**src/rtl/ika9958_pkg.sv**
```systemverilog
// Shared types and constants for the IKA9958 CPU port front end.
package ika9958_pkg;

  localparam int unsigned ADDR_W = 17;
  localparam int unsigned DATA_W = 8;
  localparam int unsigned REG_W  = 6;
  localparam int unsigned PAL_W  = 9;

  typedef enum logic [1:0] {
    P_VRAM = 2'd0,
    P_CTRL = 2'd1,
    P_PAL  = 2'd2,
    P_IND  = 2'd3
  } port_e;

  typedef struct packed {
    logic              we;
    logic [ADDR_W-1:0] addr;
    logic [DATA_W-1:0] wdata;
  } vram_req_t;

  typedef enum logic {F_IDLE, F_HAVE_BYTE} p1_state_e;
  typedef enum logic {PAL_IDLE, PAL_HAVE_RB} pal_state_e;
  typedef enum logic [1:0] {Q_EMPTY, Q_ONE, Q_TWO} q_state_e;

  localparam logic [REG_W-1:0] R14 = 6'd14;
  localparam logic [REG_W-1:0] R15 = 6'd15;
  localparam logic [REG_W-1:0] R16 = 6'd16;
  localparam logic [REG_W-1:0] R17 = 6'd17;

endpackage

```
**src/rtl/ika9958_cpuif_sync.sv**
```systemverilog
// Synchronises the asynchronous CPU strobes, port select and data bus, and
// detects write / read-start / read-end edges on the synchronised strobes.
module ika9958_cpuif_sync #(
  parameter int unsigned SYNC_STAGES = 2
) (
  input  logic       clk,
  input  logic       rst,
  input  logic       csr_n,
  input  logic       csw_n,
  input  logic [1:0] mode,
  input  logic [7:0] data,
  output logic       wr_c,
  output logic       rd_start_c,
  output logic       rd_end_c,
  output logic [1:0] mode_c,
  output logic [7:0] data_c,
  output logic       csr_low
);

  logic [SYNC_STAGES-1:0]       csr_sh;
  logic [SYNC_STAGES-1:0]       csw_sh;
  logic [SYNC_STAGES-1:0][1:0]  mode_sh;
  logic [SYNC_STAGES-1:0][7:0]  data_sh;
  logic                         csr_q;
  logic                         csw_q;
  logic                         csr_s;
  logic                         csw_s;

  always_ff @(posedge clk) begin
    if (rst) begin
      csr_sh  <= '1;
      csw_sh  <= '1;
      mode_sh <= '0;
      data_sh <= '0;
      csr_q   <= 1'b1;
      csw_q   <= 1'b1;
      csr_low <= 1'b0;
    end else begin
      csr_sh  <= {csr_sh[SYNC_STAGES-2:0], csr_n};
      csw_sh  <= {csw_sh[SYNC_STAGES-2:0], csw_n};
      mode_sh <= {mode_sh[SYNC_STAGES-2:0], mode};
      data_sh <= {data_sh[SYNC_STAGES-2:0], data};
      csr_q   <= csr_s;
      csw_q   <= csw_s;
      csr_low <= ~csr_s;
    end
  end

  // Write edge suppresses any read edge seen in the same cycle.
  always_comb begin
    csr_s      = csr_sh[SYNC_STAGES-1];
    csw_s      = csw_sh[SYNC_STAGES-1];
    wr_c       = csw_s & ~csw_q;
    rd_start_c = ~wr_c & ~csr_s & csr_q;
    rd_end_c   = ~wr_c & csr_s & ~csr_q;
    mode_c     = mode_sh[SYNC_STAGES-1];
    data_c     = data_sh[SYNC_STAGES-1];
  end

endmodule

```
**src/rtl/ika9958_cpuif.sv**
```systemverilog
// IKA9958 CPU port front end: decodes the four I/O ports into register writes,
// VRAM requests (2-deep queue), palette writes and status reads.
module ika9958_cpuif
  import ika9958_pkg::*;
#(
  parameter int unsigned SYNC_STAGES = 2
) (
  input  logic              i_XTAL1,
  input  logic              i_RST,
  input  logic              i_CSR_n,
  input  logic              i_CSW_n,
  input  logic [1:0]        i_MODE,
  input  logic [7:0]        i_CD,
  output logic [7:0]        o_CD,
  output logic              o_CD_OE,
  output logic              o_REG_WR,
  output logic [REG_W-1:0]  o_REG_ADDR,
  output logic [7:0]        o_REG_DATA,
  output logic [3:0]        o_STAT_SEL,
  input  logic [7:0]        i_STAT_DATA,
  output logic              o_STAT_RD,
  output logic              o_VRAM_REQ,
  output logic              o_VRAM_WE,
  output logic [ADDR_W-1:0] o_VRAM_ADDR,
  output logic [7:0]        o_VRAM_WDATA,
  input  logic              i_VRAM_ACK,
  input  logic [7:0]        i_VRAM_RDATA,
  output logic              o_PAL_WR,
  output logic [3:0]        o_PAL_IDX,
  output logic [PAL_W-1:0]  o_PAL_DATA,
  output logic              o_OVERRUN
);

  logic       wr_c, rd_start_c, rd_end_c, csr_low;
  logic [1:0] mode_c;
  logic [7:0] data_c;

  ika9958_cpuif_sync #(.SYNC_STAGES(SYNC_STAGES)) u_sync (
    .clk        (i_XTAL1),
    .rst        (i_RST),
    .csr_n      (i_CSR_n),
    .csw_n      (i_CSW_n),
    .mode       (i_MODE),
    .data       (i_CD),
    .wr_c       (wr_c),
    .rd_start_c (rd_start_c),
    .rd_end_c   (rd_end_c),
    .mode_c     (mode_c),
    .data_c     (data_c),
    .csr_low    (csr_low)
  );

  p1_state_e         p1_st, p1_st_nxt;
  pal_state_e        pal_st, pal_st_nxt;
  q_state_e          q_st, q_st_nxt;
  logic [7:0]        p1_latch, p1_latch_nxt;
  logic [7:0]        pal_latch, pal_latch_nxt;
  logic [ADDR_W-1:0] addr, addr_nxt;
  logic [7:0]        r14, r14_nxt, r15, r15_nxt, r16, r16_nxt, r17, r17_nxt;
  logic [7:0]        prefetch, prefetch_nxt;
  vram_req_t         q_act, q_act_nxt, q_skid, q_skid_nxt;
  logic [7:0]        cd_nxt;
  logic              reg_wr_nxt, pal_wr_nxt, stat_rd_nxt, ovr_nxt, req_nxt;
  logic [REG_W-1:0]  reg_addr_nxt;
  logic [7:0]        reg_data_nxt;
  logic [3:0]        pal_idx_nxt;
  logic [PAL_W-1:0]  pal_data_nxt;

  port_e             port;
  logic              ack, enq, addr_inc, rw_do;
  vram_req_t         enq_e;
  logic [REG_W-1:0]  rw_addr;
  logic [7:0]        rw_data;

  always_ff @(posedge i_XTAL1) begin
    if (i_RST) begin
      p1_st      <= F_IDLE;
      pal_st     <= PAL_IDLE;
      q_st       <= Q_EMPTY;
      p1_latch   <= '0;
      pal_latch  <= '0;
      addr       <= '0;
      r14        <= '0;
      r15        <= '0;
      r16        <= '0;
      r17        <= '0;
      prefetch   <= '0;
      q_act      <= '0;
      q_skid     <= '0;
      o_CD       <= '0;
      o_REG_WR   <= 1'b0;
      o_REG_ADDR <= '0;
      o_REG_DATA <= '0;
      o_STAT_RD  <= 1'b0;
      o_VRAM_REQ <= 1'b0;
      o_PAL_WR   <= 1'b0;
      o_PAL_IDX  <= '0;
      o_PAL_DATA <= '0;
      o_OVERRUN  <= 1'b0;
    end else begin
      p1_st      <= p1_st_nxt;
      pal_st     <= pal_st_nxt;
      q_st       <= q_st_nxt;
      p1_latch   <= p1_latch_nxt;
      pal_latch  <= pal_latch_nxt;
      addr       <= addr_nxt;
      r14        <= r14_nxt;
      r15        <= r15_nxt;
      r16        <= r16_nxt;
      r17        <= r17_nxt;
      prefetch   <= prefetch_nxt;
      q_act      <= q_act_nxt;
      q_skid     <= q_skid_nxt;
      o_CD       <= cd_nxt;
      o_REG_WR   <= reg_wr_nxt;
      o_REG_ADDR <= reg_addr_nxt;
      o_REG_DATA <= reg_data_nxt;
      o_STAT_RD  <= stat_rd_nxt;
      o_VRAM_REQ <= req_nxt;
      o_PAL_WR   <= pal_wr_nxt;
      o_PAL_IDX  <= pal_idx_nxt;
      o_PAL_DATA <= pal_data_nxt;
      o_OVERRUN  <= ovr_nxt;
    end
  end

  always_comb begin
    p1_st_nxt     = p1_st;
    pal_st_nxt    = pal_st;
    q_st_nxt      = q_st;
    p1_latch_nxt  = p1_latch;
    pal_latch_nxt = pal_latch;
    addr_nxt      = addr;
    r14_nxt       = r14;
    r15_nxt       = r15;
    r16_nxt       = r16;
    r17_nxt       = r17;
    prefetch_nxt  = prefetch;
    q_act_nxt     = q_act;
    q_skid_nxt    = q_skid;
    cd_nxt        = o_CD;
    reg_wr_nxt    = 1'b0;
    reg_addr_nxt  = o_REG_ADDR;
    reg_data_nxt  = o_REG_DATA;
    stat_rd_nxt   = 1'b0;
    pal_wr_nxt    = 1'b0;
    pal_idx_nxt   = o_PAL_IDX;
    pal_data_nxt  = o_PAL_DATA;
    ovr_nxt       = 1'b0;
    req_nxt       = 1'b0;
    enq           = 1'b0;
    enq_e         = '0;
    addr_inc      = 1'b0;
    rw_do         = 1'b0;
    rw_addr       = '0;
    rw_data       = '0;
    port          = port_e'(mode_c);
    ack           = i_VRAM_ACK & o_VRAM_REQ;

    // CPU port decode
    if (wr_c) begin
      case (port)
        P_VRAM: begin
          enq         = 1'b1;
          enq_e.we    = 1'b1;
          enq_e.addr  = addr;
          enq_e.wdata = data_c;
          addr_inc    = 1'b1;
        end
        P_CTRL: begin
          if (p1_st == F_IDLE) begin
            p1_latch_nxt = data_c;
            p1_st_nxt    = F_HAVE_BYTE;
          end else begin
            p1_st_nxt = F_IDLE;
            if (data_c[7]) begin
              rw_do   = 1'b1;
              rw_addr = data_c[5:0];
              rw_data = p1_latch;
            end else begin
              addr_nxt = {r14[2:0], data_c[5:0], p1_latch};
              if (!data_c[6]) begin
                enq        = 1'b1;
                enq_e.addr = addr_nxt;
                addr_inc   = 1'b1;
              end
            end
          end
        end
        P_PAL: begin
          if (pal_st == PAL_IDLE) begin
            pal_latch_nxt = data_c;
            pal_st_nxt    = PAL_HAVE_RB;
          end else begin
            pal_wr_nxt   = 1'b1;
            pal_idx_nxt  = r16[3:0];
            pal_data_nxt = {pal_latch[6:4], pal_latch[2:0], data_c[2:0]};
            r16_nxt[3:0] = r16[3:0] + 4'd1;
            pal_st_nxt   = PAL_IDLE;
          end
        end
        P_IND: begin
          if (r17[5:0] != R17) begin
            rw_do   = 1'b1;
            rw_addr = r17[5:0];
            rw_data = data_c;
          end
          if (!r17[7]) r17_nxt[5:0] = r17[5:0] + 6'd1;
        end
        default: ;
      endcase
    end else if (rd_start_c) begin
      if (port == P_CTRL)      cd_nxt = i_STAT_DATA;
      else if (port == P_VRAM) cd_nxt = prefetch;
    end else if (rd_end_c) begin
      if (port == P_CTRL) begin
        stat_rd_nxt = 1'b1;
        p1_st_nxt   = F_IDLE;
      end else if (port == P_VRAM) begin
        enq        = 1'b1;
        enq_e.addr = addr;
        addr_inc   = 1'b1;
      end
    end

    // Increment carries into the R14 page bits, so the shadow follows
    if (addr_inc) begin
      addr_nxt     = addr_nxt + ADDR_W'(1);
      r14_nxt[2:0] = addr_nxt[16:14];
    end

    // Register write strobe and shadow update
    if (rw_do) begin
      reg_wr_nxt   = 1'b1;
      reg_addr_nxt = rw_addr;
      reg_data_nxt = rw_data;
      if (rw_addr == R14) r14_nxt = rw_data;
      if (rw_addr == R15) r15_nxt = rw_data;
      if (rw_addr == R16) begin
        r16_nxt    = rw_data;
        pal_st_nxt = PAL_IDLE;
      end
      if (rw_addr == R17) r17_nxt = rw_data;
    end

    // Queue: retire on ack first, then accept the new entry
    if (ack && !q_act.we) prefetch_nxt = i_VRAM_RDATA;
    if (ack) begin
      if (q_st == Q_TWO) begin
        q_act_nxt = q_skid;
        q_st_nxt  = Q_ONE;
      end else begin
        q_st_nxt = Q_EMPTY;
      end
    end
    if (enq) begin
      case (q_st_nxt)
        Q_EMPTY: begin
          q_act_nxt = enq_e;
          q_st_nxt  = Q_ONE;
        end
        Q_ONE: begin
          q_skid_nxt = enq_e;
          q_st_nxt   = Q_TWO;
        end
        default: ovr_nxt = 1'b1;
      endcase
    end
    req_nxt = (q_st_nxt != Q_EMPTY);
  end

  assign o_CD_OE      = csr_low;
  assign o_STAT_SEL   = r15[3:0];
  assign o_VRAM_WE    = q_act.we;
  assign o_VRAM_ADDR  = q_act.addr;
  assign o_VRAM_WDATA = q_act.wdata;

endmodule

```
**config.mk**
```make
export PLATFORM = sky130hd
export DESIGN_NAME = ika9958_cpuif
export DESIGN_NICKNAME = d
export VERILOG_FILES = /design/src/rtl/ika9958_pkg.sv /design/src/rtl/ika9958_cpuif_sync.sv /design/src/rtl/ika9958_cpuif.sv
export SDC_FILE = /design/constraint.sdc
export NUM_CORES = 1
export LEC_CHECK = 0
export ABC_AREA = 0
export CAP_MARGIN = 20
export CORE_ASPECT_RATIO = 1.2
export CORE_MARGIN = 2
export CORE_UTILIZATION = 30
export DETAILED_ROUTE_END_ITERATION = 7
export HOLD_SLACK_MARGIN = 0.05
export PLACE_DENSITY = 0.56
export SETUP_SLACK_MARGIN = 0.4
export SLEW_MARGIN = 10
export SYNTH_ARGS = -nofsm -noshare
export SYNTH_HDL_FRONTEND = slang
export SYNTH_SLANG_ARGS = --single-unit
export TNS_END_PERCENT = 100
```
**constraint.sdc**
```tcl
create_clock -name i_XTAL1 -period 3.9 [get_ports i_XTAL1]
set_input_delay 0.585 -clock i_XTAL1 [delete_from_list [all_inputs] [get_ports i_XTAL1]]
set_output_delay 0.585 -clock i_XTAL1 [all_outputs]
set_load 0.02 [all_outputs]
```
==> results of run 1 <==
[final timing paths]
| kind | from | endpoint |
|---|---|---|
| setup reg to reg | u_sync.mode_c[0] | addr[16] |
| hold / removal | u_sync.csr_sh[0] | u_sync.csr_sh[1] |
| setup / recovery | u_sync.mode_c[0] | addr[16] |
| hold reg to reg | u_sync.csr_sh[0] | u_sync.csr_sh[1] |
[critical path, stage by stage (launching register included)]
cell	delay [ns]
dfxtp_1	0.61
nand4bb_1	0.22
nor2_2	0.27
nand2_1	0.09
nand2_1	0.15
ha_1	0.22
and3_1	0.16
nand3_1	0.16
a221oi_4	0.46
nor4b_2	0.30
xnor2_1	0.16
nor2_1	0.05
[cells in the mapped netlist (3+ instances only)]
| library cell | n | area [um2] |
|---|---|---|
| buf_1 | 3 | 11.3 |
| a22oi_1 | 23 | 173 |
| xor2_1 | 11 | 96.3 |
| nor4_1 | 4 | 25.0 |
| buf_2 | 14 | 70.1 |
| xnor2_1 | 12 | 105 |
| nor2b_1 | 23 | 144 |
| a311oi_1 | 3 | 26.3 |
| ha_1 | 8 | 100 |
| o21ai_0 | 15 | 75.1 |
| o211ai_1 | 3 | 22.5 |
| or3_1 | 3 | 18.8 |
| nand2_1 | 126 | 473 |
| nand4_1 | 9 | 56.3 |
| a211oi_1 | 44 | 330 |
| and2_1 | 6 | 37.5 |
| nor3_1 | 15 | 75.1 |
| buf_4 | 4 | 30.0 |
| inv_1 | 7 | 26.3 |
| or2_2 | 6 | 37.5 |
| mux2i_1 | 51 | 510 |
| a21oi_1 | 89 | 445 |
| dfxtp_1 | 180 | 3600 |
| mux2_2 | 4 | 45.0 |
| nand4b_1 | 3 | 26.3 |
| clkbuf_1 | 51 | 191 |
| nor2_1 | 125 | 469 |
| a31oi_1 | 3 | 18.8 |
| and3_1 | 6 | 37.5 |
| nand3_1 | 31 | 155 |
| nand2b_1 | 3 | 18.8 |
[per-stage QoR]
stage	instances	util, %	hold slack, ns	instance area, um2
2_1_floorplan	921	-	0.389	7870
3_3_place_gp	1300	35.7	0.392	9160
3_5_place_dp	1300	35.7	0.397	9160
4_1_cts	1332	37.9	0.415	9720
5_1_grt	1332	37.9	0.444	9720
6_report	1332	37.9	0.413	9720
[area by class of cell]
cell class	instances	area, um2
Fill cell	2692	15900
Multi-Input combinational cell	662	3950
Sequential cell	180	3600
Timing Repair Buffer	121	1170
Clock buffer	19	443
Tap cell	330	413
Clock inverter	13	116
Inverter	7	26.3
[flip-flops by register name, indices dropped and copies added (netlist names), 3 cells and up]
register	count
q_skid	26
r14	3
u_sync.data_sh	8
prefetch	8
addr	17
o_REG_ADDR	6
u_sync.data_c	8
p1_latch	8
o_VRAM_ADDR	17
pal_latch	6
o_PAL_IDX	4
r17	7
o_REG_DATA	8
o_VRAM_WDATA	8
o_CD	8
o_PAL_DATA	9
r15	4
r16	4
[layer usage]
| metal | vias up | GRT usage (%) | share of wire, % |
|---|---|---|---|
| met4 | 0 | 4.90 | 1.9 |
| met5 | - | 0 | 0 |
| met1 | 3147 | 20.4 | 45 |
| met2 | 166 | 26.1 | 49 |
| met3 | 30 | 3.29 | 4.1 |
| li1 | 3333 | - | - |
[power by group]
part / switching [mW] / internal (mW)
registers: 0.0303 / 1.87
clock network: 0.808 / 0.855
logic: 0.127 / 0.101
[cells by family (layout without fill, tap and decap cells)]
logic type	after synthesis	count (layout)	share of synthesized area, %
flip-flops	180	180	45.8
XOR/XNOR	23	23	2.56
buffers and inverters	79	160	4.18
AO/OA/AOI/OAI	198	198	16.3
multiplexers	57	57	7.42
AND/OR/NAND/NOR	376	376	22.5
adder cells (fa/ha/maj)	8	8	1.27
==> impl_metrics.ini, run 1 <==
[timing]
min_period_ns = 2.97
setup-tns-final_ns = 0
hold_viol = 0
fin_crit_sh_pct = 76.1
final-max-slew-violation-count = 0
tightest_slew_ns = 1.05
fin_ws_ns = 0.933
rsz0062_at_grt = no
max_freq_ghz = 0.337
worst_clock_skew_ns = 0.00747
setup_viol = 0
slew_headroom_pct = 29.9

[synth]
synthesis.area_mm2 = 0.00787
synth-seq-cells = 180
synth_edf_count = 0
synth_seq_area_share_pct = 45.8
syn_area_per_cell_um2 = 8.55
ys_types = 62
async_reset_ff_share_pct = 0
syn_nets = 960
synthCells = 921
synth_warnings = 0
synth_flop_cell = dfxtp_1

[worst_hold_path]
whs_path_depth = 1
hold_path_class = flop to flop

[floorplanning]
die_w_um = 152
chipHeight_um = 181
dieArea_mm2 = 0.0276
core_mm2 = 0.0256
initial_core_util_pct = 30.7
std_cell_rows = 64
io_pins = 102

[clocking]
clock-root-buffer = clkbuf_16
cts_setup_buffers = 0
numCtsBuffers = 17
worstSkewPairLatency_ns = 0.44
clkTransAtPathRegs_ns = 0.07
cts_tree = yes
cts.path.max_buffers = 2
numClockSinks = 180
cts_hold_buf = 0
h-tree-depth = 4
cts_resized = 0

[power]
power_mw = 3.79
powerDensity_mw_per_mm2 = 390
p_leak_nw = 3.56
peakVddDrop_v = 0.000260

[drt]
drt-pass1-iter-count = 5
viasPerCell = 5.01
vias = 6676
drtIter0Drc = 524
remaining_drc_errors = 0
drt_wl_total_um = 21700
ant_nets = 0
wl_per_cell_um = 16.3

[placed_design]
port_buffers = 101
dp_slack_ns = 0.978
dp_hpwl_um = 14800
routabilityCongestion = 0.886

[setup_path]
required_ns = 4.22
r2r_cells = 11
crit_path_end_kind = flop
crit_fanout = 14
worstPathArrival_ns = 3.29
r2r_slack_ns = 0.93
cp-start-kind = flop
path_class = flop to flop

[grt]
gr-total-overflow = 0
antenna_found_initial = 0
gr-usage-all-layers_pct = 15.7
grt_max_degree = 84
grt_pass1_vias = 6430
grt_pass1_wl_um = 34900

[flow_run]
maxCapViolCount = 0

[finish]
layout_commonest_cell = dfxtp_1
nNetsFinal = 1028
final_cell_mix = dfxtp_1 (180), nand2_1 (126), nor2_1 (125)
diodes = 0
layout-drive-gt1-share_pct = 7.98
area_growth_pct = 23.4

[outcome]
status = finished, final reports clean
Power figures use the tool's default switching activity.
==> run 2: changes to the inputs <==
Clock period 3.9 ns to 2.85 ns, I/O delays scaled along.
==> impl_metrics.ini, run 2 (same netlist as run 1, synthesis figures left out) <==
[setup_path]
crit_chain = ha_1 > nor4b_4 > a21oi_1 > a22o_1 > or4_4 > mux2i_1 > a31oi_1
rr_startpoint = r17[0]
critPathMaxStageDelay_ns = 0.60
path_class = flop to flop
r2r_slack_ns = 0.49
crit_fanout = 6
worstPathArrival_ns = 2.66
cp_top_family = simple AND/OR/NAND/NOR gates
worstPathBufferInverterCount = 0
required_ns = 3.15
crit_path_end_kind = flop
cp-start-kind = flop
r2r_cells = 7
r2r-end = r14[1]
critPathSlowestCell = or4_4

[timing]
max_freq_ghz = 0.424
rsz0062_at_grt = yes
tightest_slew_ns = 0.858
setup-tns-final_ns = 0
worst_clock_skew_ns = 0.0149
setup_viol = 0
fin_crit_sh_pct = 82.7
min_period_ns = 2.36
final-max-slew-violation-count = 0
hold_viol = 0
slew_headroom_pct = 42.6

[power]
peakVddDrop_v = 0.000334
powerDensity_mw_per_mm2 = 527
p_leak_nw = 3.79
power_mw = 5.34

[drt]
remaining_drc_errors = 0
wl_per_cell_um = 15.9
viasPerCell = 4.95
drtIter0Drc = 435
drt_wl_total_um = 21700
vias = 6754
drt-pass1-iter-count = 5
ant_nets = 0

[finish]
area_growth_pct = 28.7
diodes = 0
nFillCells = 2653
largest-register = q_skid
final_cell_mix = dfxtp_1 (175), nor2_1 (123), nand2_1 (122)
largest_reg_flops = 26
nNetsFinal = 1062
layout-drive-gt1-share_pct = 12.4
layout_commonest_cell = dfxtp_1

[worst_hold_path]
min-delay-start = u_sync.csw_sh[0]
whs_path_depth = 1
hold_path_end = u_sync.csw_sh[1]
hold_path_class = flop to flop

[grt]
use_met2_pct = 25.1
grtUsageMet1_pct = 20.3
grt_max_degree = 53
use_met3_pct = 3.41
gr-usage-all-layers_pct = 15.5
grt_pass1_wl_um = 34700
grt_pass1_vias = 6428
gr-total-overflow = 0
antenna_found_initial = 0
top_usage_layer = met2

[clocking]
worstSkewPairLatency_ns = 0.44
clkTransAtPathRegs_ns = 0.07
cts_tree = yes
numCtsBuffers = 17
cts.path.max_buffers = 2
clock-root-buffer = clkbuf_16
h-tree-depth = 4
numClockSinks = 180
cts_hold_buf = 0

[floorplanning]
io_pins = 102
chipHeight_um = 181
initial_core_util_pct = 30.7
dieArea_mm2 = 0.0276
std_cell_rows = 64
core_mm2 = 0.0256
die_w_um = 152

[outcome]
status = finished, final reports clean

[placed_design]
port_buffers = 101
routabilityCongestion = 0.890
dp_hpwl_um = 15300

[flow_run]
maxCapViolCount = 0
==> run 2: changes by cell type in the layout (fill, tap and decap cells not counted), moves of 2 or more <==
cell,before,now
buf_12,1,3
buf_4,20,52
bufinv_16,0,2
clkinv_2,2,0
dfxtp_1,180,175
dfxtp_2,0,4
inv_6,5,3
nand2_1,126,122
nand2_4,0,3
nor2_1,125,123
==> run 2: how the worst max path moves through the flow <==
stage,endpoint,startpoint,cells past startpoint,slack (ns)
2_1_floorplan,addr[16],u_sync.mode_c[1],15,0.38
3_3_place_gp,r14[1],r17[0],7,0.47
3_5_place_dp,r14[1],r17[0],7,0.42
4_1_cts,r14[1],r17[0],7,0.40
5_1_grt,r15[0],r17[0],7,0.36
6_report,r14[1],r17[0],7,0.49
==> run 2: routing by layer <==
| metal | wire [um] | vias up | part of all wire [%] |
|---|---|---|---|
| met5 | 0 | - | 0 |
| met4 | 426 | 0 | 2.0 |
| met3 | 864 | 30 | 4.0 |
| met2 | 10100 | 145 | 47 |
| met1 | 10200 | 3175 | 47 |
| li1 | - | 3404 | - |
==> run 2: metrics by stage <==
step	setup slack [ns]	cells	cell area [um2]	hold WS, ns	util (%)
6_report	0.494	1365	10100	0.412	39.5
5_1_grt	0.357	1365	10100	0.433	39.5
4_1_cts	0.401	1358	10000	0.415	39.2
3_5_place_dp	0.425	1327	9460	0.398	36.9
3_3_place_gp	0.473	1327	9460	0.393	36.9
2_1_floorplan	0.378	921	7990	0.389	-
==> run 2: what timing repair did <==
item	4_1_cts	5_1_grt
gates resized for setup	0	8
endpoints found under the setup margin	0	27
setup buffers	0	7
==> run 2: worst reg2reg max path: cells and delay by family (launching register included) <==
kind | cells | cell delay, ns
AO/OA/AOI/OAI | 3 | 0.56
adder cells (fa/ha/maj) | 1 | 0.19
flip-flops | 1 | 0.45
multiplexers | 1 | 0.18
AND/OR/NAND/NOR | 2 | 0.83
==> run 2: report_power, final <==
part	switching [mW]	internal, mW
Clock	1.07	1.33
Combinational	0.185	0.156
Sequential	0.0347	2.56
Total	1.29	4.05
==> run 2: final cells by class <==
class	count	area, um2	area share [%]
sequential	180	3610	35.7
timing repair buffer	155	1450	14.3
clock buffer	20	447	4.41
multi-input combinational	662	4040	39.9
clock inverter	11	141	1.40
tap	330	413	4.08
inverter	7	26.3	0.259
